[src/rtl/maj_seq_eval_if.sv]
// Host-side bus of the majority-network evaluator: program writes, run control, and results.
interface maj_seq_eval_if;
  logic         cfg_we;
  logic [2:0]   cfg_addr;
  logic [14:0]  cfg_data;
  logic         start;
  logic         single;
  logic [6:0]   vec_in;
  logic         busy;
  logic         done;
  logic         f_out;
  logic [127:0] tt;

  modport master (
    output cfg_we, cfg_addr, cfg_data, start, single, vec_in,
    input  busy, done, f_out, tt
  );

  modport slave (
    input  cfg_we, cfg_addr, cfg_data, start, single, vec_in,
    output busy, done, f_out, tt
  );
endinterface

[src/rtl/maj_seq_eval.sv]
// Time-multiplexed MAJ3 network evaluator: one program node per cycle, either a single
// vector or a full 128-vector truth-table sweep.
module maj_seq_eval #(
  parameter int unsigned NODES = 6
) (
  input  logic          clk,
  input  logic          rst_n,
  maj_seq_eval_if.slave bus
);

  typedef enum logic [1:0] {StIdle, StEval, StDone} state_e;

  localparam logic [2:0] LastK  = 3'(NODES - 1);
  localparam logic [3:0] NodesW = 4'(NODES);

  state_e       state_q, state_d;
  logic [14:0]  prog_q [8];
  logic [7:0]   node_q;
  logic [2:0]   k_q;
  logic [6:0]   v_q;
  logic         single_q;
  logic [127:0] tt_q;
  logic         f_q;

  logic        accept;
  logic        last;
  logic [14:0] instr;
  logic        opa, opb, opc, res;

  // Operand {inv, sel}: x0..x6, constant 0, or node register (out-of-range index reads 0).
  function automatic logic operand(input logic [4:0] op, input logic [6:0] v,
                                   input logic [7:0] n);
    logic val;
    if (op[3]) begin
      val = ({1'b0, op[2:0]} < NodesW) ? n[op[2:0]] : 1'b0;
    end else if (op[2:0] == 3'd7) begin
      val = 1'b0;
    end else begin
      val = v[op[2:0]];
    end
    return val ^ op[4];
  endfunction

  assign accept = (state_q == StIdle) && bus.start;
  assign last   = (k_q == LastK);
  assign instr  = prog_q[k_q];
  assign opa    = operand(instr[4:0], v_q, node_q);
  assign opb    = operand(instr[9:5], v_q, node_q);
  assign opc    = operand(instr[14:10], v_q, node_q);
  assign res    = (opa & opb) | (opa & opc) | (opb & opc);

  always_comb begin
    state_d = state_q;
    unique case (state_q)
      StIdle: if (bus.start) state_d = StEval;
      StEval: if (last && (single_q || v_q == 7'h7f)) state_d = StDone;
      StDone: state_d = StIdle;
      default: state_d = StIdle;
    endcase
  end

  always_ff @(posedge clk or negedge rst_n) begin
    if (!rst_n) begin
      state_q <= StIdle;
    end else begin
      state_q <= state_d;
    end
  end

  always_ff @(posedge clk or negedge rst_n) begin
    if (!rst_n) begin
      node_q   <= '0;
      k_q      <= '0;
      v_q      <= '0;
      single_q <= 1'b0;
      tt_q     <= '0;
      f_q      <= 1'b0;
    end else if (accept) begin
      single_q <= bus.single;
      k_q      <= '0;
      node_q   <= '0;
      if (bus.single) begin
        v_q <= bus.vec_in;
      end else begin
        v_q  <= '0;
        tt_q <= '0;
      end
    end else if (state_q == StEval) begin
      if (last) begin
        // Node registers clear between vectors so forward references never see stale data.
        k_q    <= '0;
        node_q <= '0;
        if (single_q) begin
          f_q <= res;
        end else begin
          tt_q[v_q] <= res;
          v_q       <= v_q + 7'd1;
        end
      end else begin
        k_q         <= k_q + 3'd1;
        node_q[k_q] <= res;
      end
    end
  end

  // Program RAM keeps its contents across reset.
  always_ff @(posedge clk) begin
    if (bus.cfg_we && (state_q != StEval) && !accept) begin
      prog_q[bus.cfg_addr] <= bus.cfg_data;
    end
  end

  assign bus.busy  = (state_q == StEval);
  assign bus.done  = (state_q == StDone);
  assign bus.f_out = f_q;
  assign bus.tt    = tt_q;

endmodule

[src/flat_wrapper.sv]
// flat-port wrapper written by rule: the top's interface ports become plain ports
module maj_seq_eval_flat 
#(
  parameter int unsigned NODES = 6
)
  (clk, rst_n, bus_cfg_we, bus_cfg_addr, bus_cfg_data, bus_start, bus_single, bus_vec_in, bus_busy, bus_done, bus_f_out, bus_tt);
  maj_seq_eval_if bus_i ();
  input  logic clk;
  input  logic rst_n;
  input wire logic [$bits(bus_i.cfg_we)-1:0] bus_cfg_we;
  input wire logic [$bits(bus_i.cfg_addr)-1:0] bus_cfg_addr;
  input wire logic [$bits(bus_i.cfg_data)-1:0] bus_cfg_data;
  input wire logic [$bits(bus_i.start)-1:0] bus_start;
  input wire logic [$bits(bus_i.single)-1:0] bus_single;
  input wire logic [$bits(bus_i.vec_in)-1:0] bus_vec_in;
  output wire logic [$bits(bus_i.busy)-1:0] bus_busy;
  output wire logic [$bits(bus_i.done)-1:0] bus_done;
  output wire logic [$bits(bus_i.f_out)-1:0] bus_f_out;
  output wire logic [$bits(bus_i.tt)-1:0] bus_tt;
  assign bus_i.cfg_we = bus_cfg_we;
  assign bus_i.cfg_addr = bus_cfg_addr;
  assign bus_i.cfg_data = bus_cfg_data;
  assign bus_i.start = bus_start;
  assign bus_i.single = bus_single;
  assign bus_i.vec_in = bus_vec_in;
  assign bus_busy = bus_i.busy;
  assign bus_done = bus_i.done;
  assign bus_f_out = bus_i.f_out;
  assign bus_tt = bus_i.tt;
  maj_seq_eval #(.NODES(NODES)) u_core (.clk(clk), .rst_n(rst_n), .bus(bus_i));
endmodule
[config.mk]
export PLATFORM = sky130hd
export DESIGN_NAME = maj_seq_eval_flat
export DESIGN_NICKNAME = d
export VERILOG_FILES = /design/src/rtl/maj_seq_eval_if.sv /design/src/rtl/maj_seq_eval.sv /design/src/flat_wrapper.sv
export SDC_FILE = /design/constraint.sdc
export NUM_CORES = 1
export LEC_CHECK = 0
export CORE_MARGIN = 1.5
export CORE_UTILIZATION = 51
export DETAILED_ROUTE_END_ITERATION = 10
export PLACE_DENSITY = 0.82
export SYNTH_ARGS = -nofsm -noshare
export SYNTH_HDL_FRONTEND = slang
export SYNTH_SLANG_ARGS = --single-unit
[constraint.sdc]
create_clock -name clk -period 3.1 [get_ports clk]
set_input_delay 0.31 -clock clk [delete_from_list [all_inputs] [get_ports clk]]
set_output_delay 0.31 -clock clk [all_outputs]
set_load 0.05 [all_outputs]
# == Yosys cells after proc, flatten, opt, wreduce, memory -nomap -nowiden ==
# Memories as Yosys holds them, arrays and structs flattened.
# Cells that the tools add are included.
# word_totals
input_bits,30
ram_bits,120
latchBits,0
memories,1
output_inout_bits,131
word_cells,104
reg_bits,150
romBits,0
# mem_list
name,depth,word_bits,read_ports,rd_ports_with_merged_regs,wr,line_no,rtl
u_core.prog_q,8,15,1,0,1,maj_seq_eval.sv:17,logic [14:0] prog_q [8];
# classes
n_shift,0
add_sub_neg,2
div,0
n_mul,0
bitwise,9
n_reduce_logical,15
eq_ne,12
muxes,48
magnitude_cmp,10
# op_table
op,count
$mux 128,5
$bwmux 128,1
$mux 7,5
$mux 8,3
$mux 1,19
$bmux 1 s3,6
$lt 3x4->1 const B,4
$eq 3x3->1 const B,4
$lt 3x3->1 const B,3
$mux 3,3
$bwmux 8,1
$lt 7x8->1 const B,1
$reduce_and 4->1,2
$add 7x1->7 const B,1
$demux 1 s7,1
$eq 7x7->1 const B,1
$ge 7x1->1 const B,1
$logic_and 1x1->1,6
$ne 2x2->1 const B,3
$mux 2,2
$ne 2x1->1 const B,2
$pmux 2 s2,1
$reduce_bool 2->1,2
$add 3x1->3 const B,1
13 further kinds,18

# == Longest topological paths before layout ==
# An unclocked memory read counts as a cell.
# logic_depth
ltp_word,14
mapped_depth,15
depth_no_buf,10

# == Worst setup path before layout ==
# Ideal clock, no wire load.
# synth_timing
kind,reg-to-reg
start,register u_core.k_q[0]
end,"register u_core.tt_q[100], in the netlist u_core.bus.tt[100]"
stages_incl_launch_ff,14
t_arrival_ps,3037
setup_time_ps,104
slack_ps,-40
synth_period_minus_slack_ps,3140
required_time_ps,2996
path_buffers,4
cell_sequence,dfrtp_1 buf_6 buf_12 nand2_1 o22ai_1 a222oi_1 nor4b_1 a211oi_1 mux2_4 nor3_4 o21ai_4 buf_12 buf_12 o41ai_2
# synth_via
elab_chain_len,14
elab_cells_between_ends,44
cone_classes,order compare (3); eq/ne (4); mux (26); bitwise (8); reduce/logical (2); memory (1)
# synth_lines
item,line_no,rtl
from (decl),maj_seq_eval.sv:19,logic [2:0] k_q;
from (signal assigned),maj_seq_eval.sv:100,k_q <= k_q + 3'd1;
$mem_v2 8x15,n/a,
"$bmux 1 s3, on equally long branches","maj_seq_eval.sv:39, maj_seq_eval.sv:35",
"$mux 1, on equally long branches","maj_seq_eval.sv:39, maj_seq_eval.sv:35",
"$mux 1, on equally long branches","maj_seq_eval.sv:36, maj_seq_eval.sv:35",
$mux 1,maj_seq_eval.sv:34,if (op[3]) begin
$xor 1x1->1,maj_seq_eval.sv:41,return val ^ op[4];
$and 1x1->1,maj_seq_eval.sv:50,assign res = (opa & opb) | (opa & opc) | (opb & opc);
$or 1x1->1 (2 in a row),maj_seq_eval.sv:50,
$bwmux 128,maj_seq_eval.sv:96,tt_q[v_q] <= res;
$mux 128,maj_seq_eval.sv:93,if (single_q) begin
$mux 128,maj_seq_eval.sv:89,if (last) begin
$mux 128,maj_seq_eval.sv:88,end else if (state_q == StEval) begin
$mux 128,maj_seq_eval.sv:78,end else if (accept) begin
"to (signal, indexed assignment)",maj_seq_eval.sv:96,
to (decl),maj_seq_eval.sv:22,logic [127:0] tt_q;
# Several ways; a longest one is shown, not always the timed one. The select of a mux whose other input is x is not followed.
# A chain may end at the register's enable or synchronous reset.

# == Worst setup path after layout ==
# layout_timing
start,register u_core.k_q[1]
end,"register u_core.tt_q[46], in the netlist u_core.bus.tt[46]"
# The elaborated chain is that of the path after synthesis.

==> results by group <==
Timing
  – Hold slack: 0.323 ns
  – Final min period: approximately 3.5 ns
  – Peak Freq: between 0.2 and 0.3 GHz
  – Pins Over Slew Limit: 34
  – Unrepaired setup endpoints after global routing: yes
  – Endpoints failing setup: 134
  – Max_slew headroom: -0.0564
  – Worst setup margin: -0.395 ns
  – Slew @ Worst Pin: ~1.6 ns
  – Setup TNS: -31.41 ns
  – Final Hold Viols: 0
  – Skew final: 0.0213 ns
  – Period utilisation layout: 1.13

Drt
  – DR DRC count: 0
  – 1st-pass router iterations: 8
  – Final ANT Viol Nets: 0
  – WL final: around 49 mm
  – Routed length per placed instance: 29.1 um
  – 1st-iter DRT viols: 1797
  – Via density: between 7 and 8
  – DR vias: approximately 12k

Setup path
  – Crit path from: u_core.k_q[1]
  – Critical Path End: u_core.bus.tt[46]
  – Cell count of the worst reg-to-reg path: 15
  – Crit path required time: between 3 and 4 ns
  – R2R Setup Slk: -0.40 ns
  – Worst flop-to-flop path endpoint: u_core.bus.tt[46]
  – Peak fanout along the critical path: 18
  – Critical path launch point type: register
  – Critical path type: register to register
  – Critical Path AT: 3.92 ns
  – RR Startpoint: u_core.k_q[1]
  – CP endpoint kind: register

Synthesis
  – Yosys top cell by area: dfrtp_1
  – Synth cell types: between 70 and 80
  – Synth Flop Type: dfrtp_1
  – EDFF count, synth: 120
  – Share of the synthesized area in the top cell type: 0.276
  – Register area share after synthesis: 0.545
  – Synth Warn #: 0
  – Synth Area per Inst: 12.1 sq um
  – Synth Net Count: 1139
  – Synthesized cell area: 13400 sq um
  – FFs w/ async S/R, synth: 0.552
  – #FFs+latches synth: between 200 and 300
  – Dominant cells by area after synthesis: dfrtp_1 (28%), edfxtp_1 (27%), o41ai_2 (6.1%), o21ai_0 (5.6%), a21oi_1 (5.2%)
  – Mapped Cells: around 1.1k
  – Top cells by count, synth: o21ai_0 (149), dfrtp_1 (148), a21oi_1 (140)
  – Cell with the most instances after synthesis: o21ai_0

Clock tree
  – Clock root buffer: clkbuf_16
  – Clk_lat worst skew: 0.55 ns
  – CTS max path bufs: 3
  – TritonCTS clock tree: yes
  – Total CTS buffers: 27
  – Reg clk slew, reported paths: roughly 0.070 ns
  – CTS sink cnt: 268
  – Htree depth: 1

Finish
  – Fin nets: about 1.3k
  – # diodes: 0
  – Storage cell area: 7310 sq um
  – Layout overhead on the synthesized area: 38.8%
  – Final Util: 0.718
  – Layout cell share with drive strength beyond 1: 0.282
  – Multi-input gate area: 6760 sq um
  – Fin cells: 1670
  – Fillcell total: 1466

Place
  – Routability cong.: 0.888
  – Final HPWL from detailed placement: approximately 25 mm
  – # port buffers: 160
  – Dpl cells: 1566

Pwr
  – Total power: about 7 mW
  – Power Density: 383 nW/um^2
  – Pleak: 9.17 nW
  – VDD IR max: 497 uV

GRT
  – Vias in the first global route: 11.5k
  – GRT Util Overall: 0.320
  – First-pass GRT wire length: between 60 and 70 mm
  – Largest net degree at the start of global routing: 130
  – Gr ovfl total: 0
  – Initial antenna violation count: 0

Floorplanning
  – Core area: 25900 sq um
  – Die Ht: 165 um
  – Rows: 59
  – Die Wd: 165 um
  – IO Count: 161
  – Die Area: 27300 sq um
  – Initial Utilization: 0.517

Outcome
  – Failing checks: capacitance limit, slew limit, setup timing
  – Status: complete, but fails checks

Flow run
  – Max cap viols: 2

Hold path
  – Hold Crit Class: input port to asynchronous set/reset pin
[final cells by class]
| cell class | instances | share of cell area |
|---|---|---|
| Sequential cell | 268 | 0.393 |
| Multi-Input combinational cell | 722 | 0.364 |
| Timing Repair Buffer | 292 | 0.173 |
| Clock buffer | 34 | 0.0394 |
| Tap cell | 335 | 0.0225 |
| Clock inverter | 13 | 0.00754 |
| Inverter | 6 | 0.00121 |
[cells in the final DEF, fill, tap and decap left out, types with 4 or more instances in the layout]
| master | netlist | routed |
|---|---|---|
| a21oi_1 | 140 | 140 |
| a221oi_2 | 2 | 4 |
| a22o_1 | 6 | 6 |
| and3_1 | 6 | 6 |
| buf_12 | 7 | 24 |
| buf_16 | 0 | 5 |
| buf_4 | 13 | 66 |
| buf_6 | 11 | 30 |
| clkbuf_1 | 50 | 4 |
| clkbuf_16 | 0 | 33 |
| clkdlybuf4s50_1 | 0 | 159 |
| clkinv_1 | 0 | 5 |
| dfrtp_1 | 148 | 145 |
| edfxtp_1 | 120 | 120 |
| inv_1 | 6 | 6 |
| mux2_1 | 7 | 5 |
| mux2_2 | 7 | 7 |
| mux2i_1 | 43 | 37 |
| mux2i_4 | 0 | 5 |
| mux4_2 | 7 | 9 |
| nand2_1 | 47 | 45 |
| nand2b_1 | 8 | 6 |
| nand3_1 | 13 | 11 |
| nand3b_1 | 5 | 5 |
| nand4_1 | 5 | 5 |
| nor2_1 | 47 | 46 |
| nor2b_1 | 6 | 5 |
| nor3_1 | 11 | 8 |
| o211ai_1 | 4 | 4 |
| o21ai_0 | 149 | 146 |
| o21ai_1 | 4 | 6 |
| o21ai_4 | 1 | 4 |
| o41ai_2 | 50 | 68 |
| o41ai_4 | 0 | 61 |
[per-layer routing]
metal  share of wire  vias to the layer above  routed length, um  global-route usage
met4           0.076                        0               3700               0.177
met2            0.47                     1148              22900               0.515
met1            0.34                     5800              16400               0.407
met3            0.11                      356               5550              0.0644
li1                -                     4784                  -                   -
met5               0                        -                  0                   0
[report_power, final]
group	switching [mW]	internal [mW]
combinational	0.0697	0.0382
sequential	0.0000328	3.71
clock	1.40	1.91
[worst max-delay path: stages (launching register included)]
cell and delay, ns:
dfrtp_2 0.44, buf_12 0.17, mux2_1 0.35, o22ai_2 0.16
a222oi_1 0.14, buf_4 0.18, nand2_1 0.07, a21oi_1 0.05
a211oi_2 0.31, mux2_4 0.38, nor3_4 0.25, buf_6 0.17
o21ai_4 0.11, buf_12 0.15, clkbuf_16 0.16, o41ai_2 0.27
[worst min path at each step]
stage,startpoint,endpoint,slack (ns),cells after the start
2_1_floorplan,rst_n,u_core.bus.f_out,0.01,0
3_3_place_gp,rst_n,u_core.bus.tt[56],0.33,1
3_5_place_dp,rst_n,u_core.bus.tt[56],0.33,1
4_1_cts,rst_n,u_core.bus.tt[105],0.34,2
5_1_grt,rst_n,u_core.bus.tt[58],0.39,2
6_report,rst_n,u_core.bus.tt[58],0.32,2
[flip-flops by register name, summed over array words and instances, names as in the netlist]
name,count
u_core.bus.f_out,1
u_core.bus.tt,128
u_core.k_q,3
u_core.node_q,6
u_core.prog_q,120
u_core.single_q,1
u_core.state_q,2
u_core.v_q,7
[repair_timing]
action,in CTS,in global routing
endpoints found under the hold margin,58,0
hold buffers,1,0
gates cloned,13,8
buffers inserted,26,17
setup endpoints to repair,133,134
pin swaps,64,97
gates resized for setup,145,113
[cells by family after synthesis]
family                     share of synthesized area
DFF                                            0.545
adders and majority gates                   0.000933
muxes                                         0.0607
AOI/OAI and AO/OA                              0.258
and+or+nand+nor                               0.0659
xor gates and xnor gates                     0.00196
buffers and inverters                         0.0670
[metrics by stage]
step | worst slack [ns] | cell area, sq um
after detailed placement | -0.379 | 15300
after CTS | -0.296 | 17600
after floorplan | 0.000585 | 13400
after global placement | -0.258 | 15300
after global routing | -0.522 | 18600
final | -0.395 | 18600
No activity file was read; power rests on OpenSTA's default activity.
